## src/rtl/axis_pkg.sv

```systemverilog
// -----------------------------------------------------------------------------
// axis_pkg
// Definitions shared by the AXI-stream blocks.
//   STATE_IDLE / STATE_LOCKED : arbiter FSM encoding
//   clog2_min1()              : counter width that is never zero bits
// No ports (package).
// -----------------------------------------------------------------------------
package axis_pkg;

  localparam logic STATE_IDLE   = 1'b0;
  localparam logic STATE_LOCKED = 1'b1;

  // $clog2 returns 0 for n<=1, which cannot size a vector.
  function automatic int clog2_min1(input int n);
    return (n <= 2) ? 1 : $clog2(n);
  endfunction

endpackage

```

## src/rtl/axis_rr_arbiter_if.sv

```systemverilog
// -----------------------------------------------------------------------------
// axis_rr_arbiter_if
// Bundles the N_PORTS source streams and the single merged sink stream.
//   s_axis_tdata  : N_PORTS*DATA_WIDTH, port i at [i*DATA_WIDTH +: DATA_WIDTH]
//   s_axis_tvalid : per-source valid
//   s_axis_tready : per-source ready (at most one bit high)
//   m_axis_tdata  : merged data
//   m_axis_tid    : source index of the current merged beat
//   m_axis_tvalid : merged valid
//   m_axis_tready : downstream ready
// Modports: slave  = arbiter side (consumes the sources, drives the sink)
//           master = environment side (drives the sources, consumes the sink)
// -----------------------------------------------------------------------------
interface axis_rr_arbiter_if
  import axis_pkg::*;
#(
  parameter int N_PORTS    = 4,
  parameter int DATA_WIDTH = 8,
  parameter int ID_WIDTH   = $clog2(N_PORTS)
);

  logic [N_PORTS*DATA_WIDTH-1:0] s_axis_tdata;
  logic [N_PORTS-1:0]            s_axis_tvalid;
  logic [N_PORTS-1:0]            s_axis_tready;
  logic [DATA_WIDTH-1:0]         m_axis_tdata;
  logic [ID_WIDTH-1:0]           m_axis_tid;
  logic                          m_axis_tvalid;
  logic                          m_axis_tready;

  modport slave (
    input  s_axis_tdata, s_axis_tvalid, m_axis_tready,
    output s_axis_tready, m_axis_tdata, m_axis_tid, m_axis_tvalid
  );

  modport master (
    output s_axis_tdata, s_axis_tvalid, m_axis_tready,
    input  s_axis_tready, m_axis_tdata, m_axis_tid, m_axis_tvalid
  );

endinterface

```

## src/rtl/rr_priority_select.sv

```systemverilog
// -----------------------------------------------------------------------------
// rr_priority_select
// Combinational rotating priority encoder: returns the first asserted request
// found scanning base_i, base_i+1, ... wrapping from N_PORTS-1 to 0.
//   req_i  : request vector
//   base_i : index with highest priority
//   idx_o  : winning index (equals base_i when nothing is requested)
//   any_o  : at least one request asserted
// -----------------------------------------------------------------------------
module rr_priority_select
  import axis_pkg::*;
#(
  parameter int N_PORTS  = 4,
  parameter int ID_WIDTH = $clog2(N_PORTS)
) (
  input  logic [N_PORTS-1:0]  req_i,
  input  logic [ID_WIDTH-1:0] base_i,
  output logic [ID_WIDTH-1:0] idx_o,
  output logic                any_o
);

  // (b + k) mod N_PORTS without relying on N_PORTS being a power of two.
  function automatic logic [ID_WIDTH-1:0] rot(input logic [ID_WIDTH-1:0] b,
                                              input int k);
    int s;
    s = int'(b) + k;
    if (s >= N_PORTS) s = s - N_PORTS;
    return ID_WIDTH'(s);
  endfunction

  // Scan from lowest priority to highest so the last hit written wins.
  always_comb begin
    idx_o = base_i;
    for (int k = N_PORTS - 1; k >= 0; k--) begin
      if (req_i[rot(base_i, k)]) idx_o = rot(base_i, k);
    end
    any_o = |req_i;
  end

endmodule

```

## src/rtl/axis_rr_arbiter.sv

```systemverilog
// -----------------------------------------------------------------------------
// axis_rr_arbiter
// Round-robin merge of N_PORTS AXI-stream sources onto one registered sink.
// A grant lasts up to BURST_LEN beats or until the granted source idles; each
// new grant costs one arbitration cycle. Output beats carry their source index.
//   clk : clock, rising edge
//   rst : synchronous active-high reset
//   bus : axis_rr_arbiter_if.slave (sources in, merged stream out)
// -----------------------------------------------------------------------------
module axis_rr_arbiter
  import axis_pkg::*;
#(
  parameter int N_PORTS    = 4,
  parameter int DATA_WIDTH = 8,
  parameter int BURST_LEN  = 4,
  parameter int ID_WIDTH   = $clog2(N_PORTS)
) (
  input logic            clk,
  input logic            rst,
  axis_rr_arbiter_if.slave bus
);

  localparam int                  BCNT_W    = clog2_min1(BURST_LEN);
  localparam logic [BCNT_W-1:0]   LAST_BEAT = BCNT_W'(BURST_LEN - 1);
  localparam logic [ID_WIDTH-1:0] LAST_PORT = ID_WIDTH'(N_PORTS - 1);

  logic                  state_q, state_d;
  logic [ID_WIDTH-1:0]   rr_ptr_q, rr_ptr_d;
  logic [ID_WIDTH-1:0]   grant_q, grant_d;
  logic [BCNT_W-1:0]     beat_cnt_q, beat_cnt_d;
  logic [DATA_WIDTH-1:0] tdata_q, tdata_d;
  logic [ID_WIDTH-1:0]   tid_q, tid_d;
  logic                  tvalid_q, tvalid_d;

  logic [DATA_WIDTH-1:0] src_data [N_PORTS];
  logic [N_PORTS-1:0]    s_tready;
  logic [ID_WIDTH-1:0]   sel_idx, next_ptr;
  logic                  sel_any, out_free, grant_vld, accept;

  for (genvar g = 0; g < N_PORTS; g++) begin : g_unpack
    assign src_data[g] = bus.s_axis_tdata[g*DATA_WIDTH +: DATA_WIDTH];
  end

  rr_priority_select #(
    .N_PORTS  (N_PORTS),
    .ID_WIDTH (ID_WIDTH)
  ) u_sel (
    .req_i  (bus.s_axis_tvalid),
    .base_i (rr_ptr_q),
    .idx_o  (sel_idx),
    .any_o  (sel_any)
  );

  // The output slot can take a beat if it is empty or being drained this cycle.
  assign out_free  = !tvalid_q || bus.m_axis_tready;
  assign grant_vld = bus.s_axis_tvalid[grant_q];
  assign accept    = (state_q == STATE_LOCKED) && grant_vld && out_free;
  assign next_ptr  = (grant_q == LAST_PORT) ? '0 : grant_q + 1'b1;

  // State register
  always_ff @(posedge clk) begin
    if (rst) begin
      state_q    <= STATE_IDLE;
      rr_ptr_q   <= '0;
      grant_q    <= '0;
      beat_cnt_q <= '0;
      tvalid_q   <= 1'b0;
      tdata_q    <= '0;
      tid_q      <= '0;
    end else begin
      state_q    <= state_d;
      rr_ptr_q   <= rr_ptr_d;
      grant_q    <= grant_d;
      beat_cnt_q <= beat_cnt_d;
      tvalid_q   <= tvalid_d;
      tdata_q    <= tdata_d;
      tid_q      <= tid_d;
    end
  end

  // Next-state logic
  always_comb begin
    state_d    = state_q;
    rr_ptr_d   = rr_ptr_q;
    grant_d    = grant_q;
    beat_cnt_d = beat_cnt_q;
    case (state_q)
      STATE_IDLE: begin
        if (sel_any) begin
          state_d    = STATE_LOCKED;
          grant_d    = sel_idx;
          beat_cnt_d = '0;
        end
      end
      default: begin
        if (accept && (beat_cnt_q == LAST_BEAT)) begin
          // Counter parks at zero so it never exceeds BURST_LEN-1.
          state_d    = STATE_IDLE;
          rr_ptr_d   = next_ptr;
          beat_cnt_d = '0;
        end else if (accept) begin
          beat_cnt_d = beat_cnt_q + 1'b1;
        end else if (!grant_vld) begin
          state_d  = STATE_IDLE;
          rr_ptr_d = next_ptr;
        end
      end
    endcase
  end

  // Outputs: source ready and output register load/drain
  always_comb begin
    s_tready = '0;
    if (state_q == STATE_LOCKED) s_tready[grant_q] = out_free;
    tvalid_d = tvalid_q && !bus.m_axis_tready;
    tdata_d  = tdata_q;
    tid_d    = tid_q;
    if (accept) begin
      tvalid_d = 1'b1;
      tdata_d  = src_data[grant_q];
      tid_d    = grant_q;
    end
  end

  assign bus.s_axis_tready = s_tready;
  assign bus.m_axis_tdata  = tdata_q;
  assign bus.m_axis_tid    = tid_q;
  assign bus.m_axis_tvalid = tvalid_q;

endmodule

```

## src/flat_wrapper.sv

```systemverilog
// flat-port wrapper written by rule: the top's interface ports become plain ports
module axis_rr_arbiter_flat import axis_pkg::*;
#(
  parameter int N_PORTS    = 4,
  parameter int DATA_WIDTH = 8,
  parameter int BURST_LEN  = 4,
  parameter int ID_WIDTH   = $clog2(N_PORTS)
)
  (clk, rst, bus_s_axis_tdata, bus_s_axis_tvalid, bus_m_axis_tready, bus_s_axis_tready, bus_m_axis_tdata, bus_m_axis_tid, bus_m_axis_tvalid);
  axis_rr_arbiter_if #(.N_PORTS(N_PORTS), .DATA_WIDTH(DATA_WIDTH), .ID_WIDTH(ID_WIDTH)) bus_i ();
  input logic clk;
  input logic rst;
  input wire logic [$bits(bus_i.s_axis_tdata)-1:0] bus_s_axis_tdata;
  input wire logic [$bits(bus_i.s_axis_tvalid)-1:0] bus_s_axis_tvalid;
  input wire logic [$bits(bus_i.m_axis_tready)-1:0] bus_m_axis_tready;
  output wire logic [$bits(bus_i.s_axis_tready)-1:0] bus_s_axis_tready;
  output wire logic [$bits(bus_i.m_axis_tdata)-1:0] bus_m_axis_tdata;
  output wire logic [$bits(bus_i.m_axis_tid)-1:0] bus_m_axis_tid;
  output wire logic [$bits(bus_i.m_axis_tvalid)-1:0] bus_m_axis_tvalid;
  assign bus_i.s_axis_tdata = bus_s_axis_tdata;
  assign bus_i.s_axis_tvalid = bus_s_axis_tvalid;
  assign bus_i.m_axis_tready = bus_m_axis_tready;
  assign bus_s_axis_tready = bus_i.s_axis_tready;
  assign bus_m_axis_tdata = bus_i.m_axis_tdata;
  assign bus_m_axis_tid = bus_i.m_axis_tid;
  assign bus_m_axis_tvalid = bus_i.m_axis_tvalid;
  axis_rr_arbiter #(.N_PORTS(N_PORTS), .DATA_WIDTH(DATA_WIDTH), .BURST_LEN(BURST_LEN), .ID_WIDTH(ID_WIDTH)) u_core (.clk(clk), .rst(rst), .bus(bus_i));
endmodule
```

## config.mk

```make
export PLATFORM = sky130hd
export DESIGN_NAME = axis_rr_arbiter_flat
export DESIGN_NICKNAME = d
export VERILOG_FILES = /design/src/rtl/axis_pkg.sv /design/src/rtl/axis_rr_arbiter_if.sv /design/src/rtl/rr_priority_select.sv /design/src/rtl/axis_rr_arbiter.sv /design/src/flat_wrapper.sv
export SDC_FILE = /design/constraint.sdc
export NUM_CORES = 1
export LEC_CHECK = 0
export ABC_AREA = 1
export BUFFER_PORTS_ARGS = -buffer_cell sky130_fd_sc_hd__buf_2
export CORE_MARGIN = 1
export CORE_UTILIZATION = 51
export DETAILED_ROUTE_END_ITERATION = 16
export PLACE_DENSITY = 0.82
export SLEW_MARGIN = 30
export SYNTH_ARGS = -nofsm -noshare
export SYNTH_HDL_FRONTEND = slang
export SYNTH_SLANG_ARGS = --single-unit
```

## constraint.sdc

```tcl
create_clock -name clk -period 3.4 [get_ports clk]
set_input_delay 0.17 -clock clk [delete_from_list [all_inputs] [get_ports clk]]
set_output_delay 0.17 -clock clk [all_outputs]
set_load 0.01 [all_outputs]
```

==> After elaboration in Yosys (flattened, before gate mapping) <==
Cells that the tools add are included.
{ "classes": {"n_addsub": 9, "n_lt_le_gt_ge": 11, "eq_ne": 5, "muxes": 38, "bitwise": 3, "reduce_logical": 13} }
{ "op_table": {"columns": ["op", "count"], "rows": [
  ["2-bit 2-to-1 mux", 16],
  ["8-bit binary-select mux with 2-bit select", 1],
  ["8-bit 2-to-1 mux", 2],
  ["2-bit by 3-bit less-than comparator with 1-bit output (second input constant)", 5],
  ["3-bit greater-or-equal comparator (second input constant)", 4],
  ["1-bit 2-to-1 mux", 12],
  ["1-bit binary-select mux with 2-bit select", 5],
  ["2-bit by 1-bit subtractor with 2-bit output (second input constant)", 4],
  ["2-bit by 2-bit adder with 3-bit output (second input constant)", 2],
  ["1-bit logical AND", 5],
  ["2-bit by 1-bit adder with 2-bit output (second input constant)", 2],
  ["4-bit AND", 1],
  ["2-bit equality test (second input constant)", 2],
  ["4-bit 2-to-1 mux", 1],
  ["2-bit != test (second input constant)", 2],
  ["2-bit AND reduction", 2],
  ["4-bit OR reduction", 1],
  ["2-bit by 1-bit adder with 3-bit output (second input constant)", 1],
  ["2-bit by 3-bit greater-or-equal comparator with 1-bit output (second input constant)", 1],
  ["3-bit != test (second input constant)", 1],
  ["2-bit inverter with 3-bit output", 1],
  ["3-bit AND reduction", 1],
  ["1-bit demux with 2-bit select", 1],
  ["2-bit by 1-bit greater-or-equal comparator with 1-bit output (second input constant)", 1],
  ["4 further kinds", 5]
]} }
{ "totals": {"register_bits": 18, "input_bits": 39, "elab_cells": 86} }

==> Depth between registers and ports, before layout <==
{ "depth": {"depth_word": 9, "ltp_mapped": 12} }

==> By module <==
Synthesis repeated with hierarchy kept, for this count alone.
{ "hier_totals": {"cells_unflattened": 214, "area_unflattened_um2": 1380.1} }
{ "by_module_without_submodules": {"columns": ["mod", "n_inst", "cells_per_inst", "area_per_inst_um2", "seq_area_each_um2"], "rows": [
  ["axis_rr_arbiter", 1, 163, 1128.6, 360.3],
  ["rr_priority_select", 1, 51, 251.5, 0.0]
]} }

==> Worst setup path before layout <==
OpenSTA, ideal clock, no wires.
{ "synth_path": {"path_type": "register to register", "from": "register u_core.grant_q[0]", "to": "register u_core.rr_ptr_q[1]", "setup_ps": 117, "t_arrival_ps": 1186, "t_required_ps": 3283, "slack_ps": 2097, "stages_incl_launch_ff": 7, "n_path_buf": 2, "period_less_slack_ps": 1303, "cell_sequence": "dfxtp_1 inv_1 buf_2 buf_4 ha_1 o21ai_1 a21oi_1"} }
{ "synth_between": {"elab_cells_between_ends": 14} }
{ "synth_lines": {"columns": ["item", "line_no", "source"], "rows": [
  ["from (decl)", "axis_rr_arbiter.sv:29", "logic [ID_WIDTH-1:0] grant_q, grant_d;"],
  ["from (signal assigned)", "axis_rr_arbiter.sv:73", "grant_q <= grant_d;"],
  ["2-bit by 1-bit adder with 2-bit output or 2-bit equality test (tied branches)", "axis_rr_arbiter.sv:58", "assign next_ptr = (grant_q == LAST_PORT) ? '0 : grant_q + 1'b1;"],
  ["2-bit 2-to-1 mux *", "axis_rr_arbiter.sv:58", null],
  ["via u_core.next_ptr[1]", "axis_rr_arbiter.sv:37", "logic [ID_WIDTH-1:0] sel_idx, next_ptr;"],
  ["2-bit 2-to-1 mux", "axis_rr_arbiter.sv:103", "end else if (!grant_vld) begin"],
  ["2-bit 2-to-1 mux", "axis_rr_arbiter.sv:101", "end else if (accept) begin"],
  ["2-bit 2-to-1 mux *", "axis_rr_arbiter.sv:96", "if (accept && (beat_cnt_q == LAST_BEAT)) begin"],
  ["to (signal assigned)", "axis_rr_arbiter.sv:72", "rr_ptr_q <= rr_ptr_d;"],
  ["to (decl)", "axis_rr_arbiter.sv:28", "logic [ID_WIDTH-1:0] rr_ptr_q, rr_ptr_d;"]
]} }
Mark *: on every way through the listed nets, which the timed path passes. The rest lies on a longest branch. The select of a mux whose other input is x is not followed.
A chain may end at the register's enable or synchronous reset.

==> Final worst setup path <==
{ "layout_path": {"from": "register u_core.grant_q[0]", "to": "output port bus_s_axis_tready[2]"} }
{ "layout_between": {"elab_chain_len": 6, "elab_cells_between_ends": 7} }
{ "layout_lines": {"columns": ["item", "line_no", "source"], "rows": [
  ["2-bit by 3-bit less-than comparator with 1-bit output (not written as such) or 2-bit by 1-bit greater-or-equal comparator with 1-bit output (tied branches)", "axis_rr_arbiter.sv:114", "if (state_q == STATE_LOCKED) s_tready[grant_q] = out_free;"],
  ["1-bit logical AND (not written as such)", "axis_rr_arbiter.sv:114", null],
  ["1-bit 2-to-1 mux (not written as such)", "axis_rr_arbiter.sv:114", null],
  ["1-bit demux with 2-bit select *", null, null],
  ["4-bit AND (no line) *", null, null],
  ["4-bit 2-to-1 mux *", "axis_rr_arbiter.sv:114", null],
  ["to (decl)", "flat_wrapper.sv:16", "output wire logic [$bits(bus_i.s_axis_tready)-1:0] bus_s_axis_tready;"]
]} }
Mark *: on every way between the ends. The rest lies on a longest branch, timed or not.

==> results.toml <==
[floorplanning]
start_util_pct = 56.0
die_x_um = 52
ios = 54
dieArea_mm2 = 0.00270
core_mm2 = 0.00228
die_h_um = 52
rows = 17

[yosys]
ys_seq_elements = 18
synth_edf_count = 0
seq_area_frac_synth_pct = 28.3
yosys-top-cells-area = "dfxtp_1 (28%), nor2_1 (12%), nand2_1 (11%)"
ys_types = 24
syn-cell-area_mm2 = 0.00127
yosysWarnings = 0
yosysMostFrequentCell = "nor2_1"
yosysTopAreaCell = "dfxtp_1"
syn_nets = 244
async_reset_ff_share_pct = 0
synth_ff_type = "dfxtp_1"
syn_inst = 200
netlist.area_leader.share_pct = 28.3
synth_commonest_cells = "nor2_1 (40), nand2_1 (37), o21ai_0 (23), dfxtp_1 (18), inv_1 (13)"
synth.avg_cell_area_um2 = 6.37

[layout]
final_nets = 293
design_area_mm2 = 0.00155
layout.cells.non_filler = 276
diodes = 0
drive_gt1_share_pct = 30.6
syn_to_final_growth_pct = 21.4

[critical_path]
crit_chain = "inv_1 > ha_1 > nand2_1 > nor2_1 > buf_2"
startpoint_type = "register"
critPathMaxFanout = 22
cp.arrival_ns = 2.11
cp_slowest_cell = "dfxtp_1"
cpPeakStageDelay_ns = 0.76
rr_worst_depth = 10
cp.required_ns = 3.23
startpoint = "u_core.grant_q[0]$_SDFFE_PP0P_"
crit_path_end_kind = "output port"
criticalPathCategory = "reg -> out"
r2r-start = "u_core.grant_q[0]$_SDFFE_PP0P_"

[detailed_routing]
vias = 1410
wire_per_inst_um = 11.2
drt-initial-drc-count = 25
drc = 0
ant_nets = 0
wirelength_um = 3090
firstDrtPassIters = 4
via_per_inst = 5.11

[grt]
grt_pass1_wl_um = 5200
grt_pass1_vias = 1204
grt_use_total_pct = 25.7
grt_max_degree = 23
gr-total-overflow = 0
antenna_found_initial = 0

[worst_hold_path]
whs_path_depth = 2
hp-start = "rst"
hold_class = "in -> reg"

[placement]
dp_cells = 272
dpl.hpwl_um = 2360
globalplace.congestion = 0.799
placed_area_mm2 = 0.00151
port_buffers = 53

[power]
ir_drop_mv = 0.312
powerDensity_mw_per_mm2 = 496
p_leak_uw = 0.000820

[timing]
rsz0062_at_grt = "false"
holdWs_ns = 0.0585
max_slew_margin_pct = 56.6
skew_ns = 0.0109
worst_slew_pin_slew_ns = 0.650
fin_tns_setup_ns = 0
setup_violations = 0
period_share_pct = 67.0
finalMaxSlewViolations = 0
fin_crit_ns = 2.28
max_freq_ghz = 0.439
finalHoldViolCount = 0

[clock_network]
cts_setup_buffers = 0
cts_buffers = 3
cts.htree.levels = 1
ctsResizeCount = 0
clock-sinks = 18
clock_path_buffers = 2
cts_tree = "yes"
ctsHoldBuffers = 0
root_buffer = "clkbuf_4"
path_clk_slew_ns = 0.11
clk-insertion-delay-late_ns = 0.30

[outcome]
status = "complete, no violations"

[job]
cap_violations = 0
[stage by stage]
| step | setup WS, ns | util (%) | power [uW] |
|---|---|---|---|
| global route | 0.929 | 68.0 | 838 |
| finish | 1.12 | 68.0 | 768 |
| global placement | 1.37 | 66.4 | 630 |
| CTS | 1.14 | 68.0 | 767 |
| detailed placement | 1.27 | 66.4 | 636 |
| floorplan | 2.10 | - | 555 |
[layout by cell type (no fill, tap or decap)]
cell type / instances
a21oi_1: 7
a21oi_2: 2
buf_2: 53
clkbuf_4: 3
clkbuf_8: 1
clkinv_1: 1
dfxtp_1: 18
ha_1: 5
inv_1: 13
inv_2: 6
inv_8: 1
nand2_1: 37
nand2_2: 5
nand2_4: 1
nand3_1: 10
nand3_2: 2
nand4_1: 1
nor2_1: 40
nor2_4: 1
nor2_8: 1
o21ai_0: 23
o21ai_1: 9
o22ai_1: 8
[metal layers]
layer / share of wire (%) / GRT usage [%] / vias up
li1: - / - / 746
met4: 1.2 / 8.11 / 0
met5: 0 / 0 / -
met1: 49 / 35.1 / 612
met2: 45 / 40.8 / 47
met3: 5.3 / 3.80 / 5
[critical path, delay by kind of cell, from the launching register on]
family / cells / cell delay, ns
fa+ha+maj: 1 / 0.33
buf+inv: 2 / 0.62
flops: 1 / 0.76
simple gates: 2 / 0.09
[final timing paths]
kind                            slack [ns]                                 to
worst max-delay path                  1.12               bus_s_axis_tready[2]
worst min register to register        0.47  u_core.beat_cnt_q[0]$_SDFFE_PP0P_
worst min-delay path                  0.06  u_core.beat_cnt_q[1]$_SDFFE_PP0P_
worst max register to register        1.24    u_core.rr_ptr_q[0]$_SDFFE_PP0P_
[registers in the layout (all words and copies together), names as in the netlist]
| signal | count |
|---|---|
| u_core.bus.m_axis_tid | 2 |
| u_core.beat_cnt_q | 2 |
| u_core.bus.m_axis_tvalid | 1 |
| u_core.bus.m_axis_tdata | 8 |
| u_core.state_q | 1 |
| u_core.grant_q | 2 |
| u_core.rr_ptr_q | 2 |
[layout make-up]
type	instances	area (um^2)
fillers	214	728
inverters	21	86.3
multi-input cells	152	764
well taps	28	35.0
clock buffers	4	36.3
repair buffers	53	265
flip-flops and latches	18	360
[logic make-up (layout without fill, tap and decap cells)]
group | count (synthesis) | count (layout) | share of synthesized area (%)
buffers and inverters | 30 | 78 | 11.8
and+or+nand+nor | 98 | 98 | 34.4
adders and majority gates | 5 | 5 | 4.91
AOI/OAI and AO/OA | 49 | 49 | 20.6
DFF | 18 | 18 | 28.3
[power breakdown]
| part | switching, uW | total (uW) | internal (uW) |
|---|---|---|---|
| Clock | 68.1 | 133 | 65.3 |
| Combinational | 210 | 341 | 131 |
| Sequential | 47.4 | 294 | 247 |
| Total | 325 | 768 | 443 |
No activity file was read; power rests on OpenSTA's default activity.
